[config.mk]
export PLATFORM = sky130hd
export DESIGN_NAME = ram_port_arb
export DESIGN_NICKNAME = d
export VERILOG_FILES = /design/src/rtl/ram_port_arb_pkg.sv /design/src/rtl/rr_arbiter.sv /design/src/rtl/ram_port_arb.sv
export SDC_FILE = /design/constraint.sdc
export NUM_CORES = 1
export LEC_CHECK = 0
export CORE_ASPECT_RATIO = 0.9
export CORE_UTILIZATION = 28
export DETAILED_ROUTE_END_ITERATION = 10
export GPL_TIMING_DRIVEN = 0
export MAX_ROUTING_LAYER = met4
export PLACE_DENSITY = 0.9
export SKIP_CTS_REPAIR_TIMING = 1
export SLEW_MARGIN = 20
export SYNTH_ARGS = -nofsm -noshare
export SYNTH_HDL_FRONTEND = slang
export SYNTH_SLANG_ARGS = --single-unit
[constraint.sdc]
create_clock -name clk -period 1.3 [get_ports clk]
set_input_delay 0.13 -clock clk [delete_from_list [all_inputs] [get_ports clk]]
set_output_delay 0.13 -clock clk [all_outputs]
set_load 0.005 [all_outputs]
[src/rtl/ram_port_arb_pkg.sv]
// ram_port_arb_pkg: shared defaults for the RAM port arbiter.
// Holds geometry defaults, read latency and an index-width helper.
package ram_port_arb_pkg;

  localparam int unsigned AW_DEF     = 5;
  localparam int unsigned DW_DEF     = 8;
  localparam int unsigned NREQ_DEF   = 2;
  localparam int unsigned RAM_RD_LAT = 1;

  // Width of a binary requester index; never zero.
  function automatic int unsigned idx_w(input int unsigned n);
    return (n > 1) ? $clog2(n) : 1;
  endfunction

endpackage

[src/rtl/rr_arbiter.sv]
// rr_arbiter: round-robin arbiter with a one-hot last-grant pointer.
// Ports: clk, rst (sync, active-high), req[N], advance -> gnt[N], idx.
module rr_arbiter
  import ram_port_arb_pkg::*;
#(
  parameter int unsigned N = 2
) (
  input  logic                  clk,
  input  logic                  rst,
  input  logic [N-1:0]          req,
  input  logic                  advance,
  output logic [N-1:0]          gnt,
  output logic [idx_w(N)-1:0]   idx
);

  localparam int unsigned IW = idx_w(N);
  localparam int unsigned SW = IW + 1;

  logic [N-1:0]  r_last;
  logic [IW-1:0] w_last_idx;
  logic [SW-1:0] w_sum;
  logic [IW-1:0] w_pos;
  logic          w_hit;

  always_comb begin
    w_last_idx = '0;
    for (int k = 0; k < int'(N); k++) begin
      if (r_last[k]) w_last_idx = IW'(k);
    end
  end

  // Walk N slots starting just after the last grant,
  // wrapping with a subtract instead of a modulo.
  always_comb begin
    gnt   = '0;
    idx   = '0;
    w_hit = 1'b0;
    w_sum = '0;
    w_pos = '0;
    for (int s = 1; s <= int'(N); s++) begin
      w_sum = {1'b0, w_last_idx} + SW'(s);
      if (w_sum >= SW'(N)) w_sum = w_sum - SW'(N);
      w_pos = w_sum[IW-1:0];
      if (!w_hit && req[w_pos]) begin
        w_hit      = 1'b1;
        gnt[w_pos] = 1'b1;
        idx        = w_pos;
      end
    end
  end

  // Pointer parks on the last slot so slot 0 is searched first.
  always_ff @(posedge clk) begin
    if (rst) begin
      r_last <= N'(1) << (N - 1);
    end else if (advance && w_hit) begin
      r_last <= gnt;
    end
  end

endmodule

[src/rtl/ram_port_arb.sv]
// ram_port_arb: shares one dual-port RAM between NREQ requesters.
// Ports: req_* cmd in, req_ready/rsp_* out, ram_* RAM side pins.
module ram_port_arb
  import ram_port_arb_pkg::*;
#(
  parameter int unsigned AW   = AW_DEF,
  parameter int unsigned DW   = DW_DEF,
  parameter int unsigned NREQ = NREQ_DEF
) (
  input  logic                 clk,
  input  logic                 rst,
  input  logic [NREQ-1:0]      req_valid,
  input  logic [NREQ-1:0]      req_we,
  input  logic [NREQ*AW-1:0]   req_addr,
  input  logic [NREQ*DW-1:0]   req_wdata,
  output logic [NREQ-1:0]      req_ready,
  output logic [NREQ-1:0]      rsp_valid,
  output logic [DW-1:0]        rsp_rdata,
  output logic                 ram_r_en,
  output logic [AW-1:0]        ram_r_addr,
  input  logic [DW-1:0]        ram_r_data,
  output logic                 ram_w_en,
  output logic [AW-1:0]        ram_w_addr,
  output logic [DW-1:0]        ram_w_data
);

  localparam int unsigned IW = idx_w(NREQ);

  logic [NREQ-1:0] w_wr_req;
  logic [NREQ-1:0] w_rd_req;
  logic [NREQ-1:0] w_wr_sel;
  logic [NREQ-1:0] w_rd_sel;
  logic [IW-1:0]   w_wr_idx;
  logic [IW-1:0]   w_rd_idx;
  logic [AW-1:0]   w_wr_addr;
  logic [DW-1:0]   w_wr_data;
  logic [AW-1:0]   w_rd_addr;
  logic            w_wr_go;
  logic            w_rd_any;
  logic            w_hazard;
  logic            w_rd_go;

  logic            r_rsp_vld;
  logic [IW-1:0]   r_rsp_idx;

  assign w_wr_req = req_valid & req_we;
  assign w_rd_req = req_valid & ~req_we;

  rr_arbiter #(.N(NREQ)) u_wr_arb (
    .clk     (clk),
    .rst     (rst),
    .req     (w_wr_req),
    .advance (w_wr_go),
    .gnt     (w_wr_sel),
    .idx     (w_wr_idx)
  );

  rr_arbiter #(.N(NREQ)) u_rd_arb (
    .clk     (clk),
    .rst     (rst),
    .req     (w_rd_req),
    .advance (w_rd_go),
    .gnt     (w_rd_sel),
    .idx     (w_rd_idx)
  );

  always_comb begin
    w_wr_addr = '0;
    w_wr_data = '0;
    w_rd_addr = '0;
    for (int i = 0; i < int'(NREQ); i++) begin
      if (w_wr_idx == IW'(i)) begin
        w_wr_addr = req_addr[i*AW +: AW];
        w_wr_data = req_wdata[i*DW +: DW];
      end
      if (w_rd_idx == IW'(i)) begin
        w_rd_addr = req_addr[i*AW +: AW];
      end
    end
  end

  assign w_wr_go  = !rst && (|w_wr_sel);
  assign w_rd_any = !rst && (|w_rd_sel);

  // Same-cycle read of the address being written is held back one
  // cycle so it observes the new data instead of racing the write.
  assign w_hazard = w_wr_go && w_rd_any &&
                    (w_rd_addr == w_wr_addr);
  assign w_rd_go  = w_rd_any && !w_hazard;

  always_comb begin
    req_ready = '0;
    if (w_wr_go) req_ready = req_ready | w_wr_sel;
    if (w_rd_go) req_ready = req_ready | w_rd_sel;
  end

  assign ram_w_en   = w_wr_go;
  assign ram_w_addr = w_wr_go ? w_wr_addr : '0;
  assign ram_w_data = w_wr_go ? w_wr_data : '0;
  assign ram_r_en   = w_rd_go;
  assign ram_r_addr = w_rd_go ? w_rd_addr : '0;

  always_ff @(posedge clk) begin
    if (rst) begin
      r_rsp_vld <= 1'b0;
      r_rsp_idx <= '0;
    end else begin
      r_rsp_vld <= w_rd_go;
      r_rsp_idx <= w_rd_idx;
    end
  end

  // Gating with rst drops a read accepted just before reset.
  always_comb begin
    rsp_valid = '0;
    if (r_rsp_vld && !rst) rsp_valid[r_rsp_idx] = 1'b1;
  end

  assign rsp_rdata = (r_rsp_vld && !rst) ? ram_r_data : '0;

endmodule
==> out/qor.txt <==
VDD IR max: 402 uV
max-cap viol count: 0
clock transition at the registers of the reported paths: 0.05 ns
Slew HR: 0.747
Worst Path Required: 1.17 ns
overall die height: 48.2 um
antenna cells: 0
Final Hold Fails: 0
critical path fanouts, max: 7
CP Launch Type: flop
Synth area leaders: nand2_1, dfxtp_1, a21oi_1
WHS Path Cells: 4
largest net degree at the start of global routing: 11
Tcrit/Tclk final: 1.38
WL per Instance: 16.6 um
Avg Cell Area, Syn: 6.21 sq um
FFs w/ async S/R, synth: 0
initial core utilization: 0.302
RSZ-0062 raised after global routing: true
Longest Clk Path Bufs: 2
count of different cell masters after synthesis: 30
Clock Power Share: 0.220
Worst-Margin Slew: 0.379 ns
Worst Reg-to-Reg Cells: 5
routed wire length: 3630 um
CP endpoint kind: primary output
Seq/Total Area, Yosys: 0.121
Final Max Slew Viols: 0
Pleak: 0.903 nW
Sw Pwr: 0.300 mW
arrival time worst endpoint: 1.66 ns
gate count of the mapped netlist: 107
HPWL after DPL: 2100 um
CP startpoint: u_wr_arb.r_last[1]$_SDFFE_PP1P_
Setup CP Type: flop to primary output
DR pass1 iterations: 4
IO Pins: 72
Syn Nets: 147
ys flop type: dfxtp_1
setup slack at placement: -1.02 ns
Hold Crit Class: primary input to flop
Post-Route Utilization: 0.756
clock period minus worst slack: 1.79 ns
clock root buffer: clkbuf_4
violated checks: setup timing
Yosys warning count: 0
Clk Latency, worst-skew pair: 0.26 ns
Sw Share: 0.381
Overflow after GRT: 0
Yosys top cell by area: nand2_1
initial antenna violation count: 0
R2R setup slack: 0.04 ns
CTS tree: done
Finish-stage setup viols: 27
Starting DRT DRC Count: 24
Clock Sinks: 4
share of the synthesized area in the top cell type: 0.175
area grow syn2layout: 150%
vias in the first global route: 891
Crit Reg-Reg Endpoint: r_rsp_vld$_SDFF_PP0_
pwr dens: 474 nW/um^2
Fin Clk Skew: 0.0108 ns
Sequential Power Share: 0.177
chip width: 53.3 um
Setup TNS: -8.76 ns
I/O Buffers: 71
row cnt: 16
Post-synth EDFFs: 0
DRC: 0
FMAX: 559 MHz
first-pass GRT wire length: 3710 um
layout cells sized above 1: 0.469
NumNets Final: 234
CP Capture Point: ram_r_addr[2]
Mapped Area: 664 sq um
TritonCTS buffer count: 3
Reg-to-Reg Start: u_rd_arb.r_last[1]$_SDFFE_PP1P_
count of state elements after synthesis: 4
die area: 2570 sq um
P_int: 0.488 mW
core region area: 2200 sq um
DR vias: 1180
Gate power share: 0.603
antenna-violating nets left: 0
routability cong.: 0.851
All-Layer GR Usage: 0.206
H-Tree Depth: 1
routed vias/inst: 5.39
status: finished, violations left
final worst setup slack: -0.490 ns
worst min path at each step:
| stage | start | endpoint | slack (ns) |
|---|---|---|---|
| 6_report | req_we[0] | u_wr_arb.r_last[1]$_SDFFE_PP1P_ | 0.33 |
| 5_1_grt | req_we[0] | u_wr_arb.r_last[1]$_SDFFE_PP1P_ | 0.35 |
| 4_1_cts | u_wr_arb.r_last[1]$_SDFFE_PP1P_ | u_wr_arb.r_last[1]$_SDFFE_PP1P_ | 0.57 |
| 3_5_place_dp | u_wr_arb.r_last[1]$_SDFFE_PP1P_ | u_wr_arb.r_last[1]$_SDFFE_PP1P_ | 0.56 |
| 3_3_place_gp | u_wr_arb.r_last[1]$_SDFFE_PP1P_ | u_wr_arb.r_last[1]$_SDFFE_PP1P_ | 0.53 |
| 2_1_floorplan | rst | u_wr_arb.r_last[1]$_SDFFE_PP1P_ | 0.27 |
state kept, by name, summed over array words and instances, names as in the netlist:
signal / cells
u_rd_arb.r_last: 1
u_wr_arb.r_last: 1
r_rsp_vld: 1
r_rsp_idx: 1
Yosys cell counts, types with 2 or more instances:
cell	count
nand2_2	2
nor3_1	6
nand2_1	31
a21oi_1	15
and2_1	9
nand2b_1	3
dfxtp_1	4
nor2b_1	2
nor2_1	3
inv_1	4
xor2_1	5
mux2i_1	5
layout by cell type, fill, tap and decap left out, drive strengths merged, types with 2 or more instances in the layout:
cell,instances
a21oi,15
and2,9
buf,29
clkbuf,15
clkdlybuf4s50,31
dfxtp,4
dlymetal6s2s,14
inv,4
mux2i,5
nand2,33
nand2b,3
nor2,3
nor2b,2
nor3,6
o22ai,2
xor2,5
stage by stage:
| stage | area (sq um) | hold slack (ns) | std cells | total power [mW] |
|---|---|---|---|---|
| 3_5_place_dp | 1410 | 0.558 | 205 | 0.525 |
| 4_1_cts | 1430 | 0.568 | 208 | 0.698 |
| 3_3_place_gp | 1410 | 0.531 | 205 | 0.515 |
| 2_1_floorplan | 664 | 0.275 | 107 | 0.279 |
| 5_1_grt | 1660 | 0.346 | 219 | 0.829 |
| 6_report | 1660 | 0.328 | 219 | 0.788 |
per-layer routing:
metal  GRT usage  share of wire  vias to the layer above  wire length (um)
met5           -              0                        -                 0
met4      0.0895          0.038                        0               137
met3      0.0218          0.071                       19               257
met2       0.365           0.53                       82              1930
met1       0.238           0.36                      542              1300
li1            -              -                      537                 -
power groups by stage:
stage	Sequential (mW)	Clock, mW	Combinational, mW
after floorplan	0.137	0	0.142
after global placement	0.138	0	0.377
after detailed placement	0.139	0	0.387
after CTS	0.136	0.173	0.389
after global routing	0.140	0.185	0.504
final	0.139	0.173	0.476
logic make-up after synthesis:
group / Yosys count / synth area share
mux: 5 / 0.0753
flops: 4 / 0.121
buf+inv: 8 / 0.0584
compound gates: 26 / 0.264
simple gates: 59 / 0.416
xor+xnor: 5 / 0.0659
area by class of cell:
| cell class | instances | area, sq um |
|---|---|---|
| Buffer | 4 | 38.8 |
| Clock buffer | 3 | 22.5 |
| Fill cell | 161 | 538 |
| Inverter | 4 | 15.0 |
| Multi-Input combinational cell | 95 | 743 |
| Sequential cell | 4 | 85.1 |
| Tap cell | 27 | 33.8 |
| Timing Repair Buffer | 82 | 726 |
critical path: stages (launching register included):
cell      delay [ns]
dfxtp_4         0.36
nand4_1         0.11
o311ai_2        0.13
a22o_1          0.27
buf_6           0.14
buf_4           0.14
nor3_2          0.10
buf_2           0.15
Note: power is estimated with default switching activity, not from simulation.
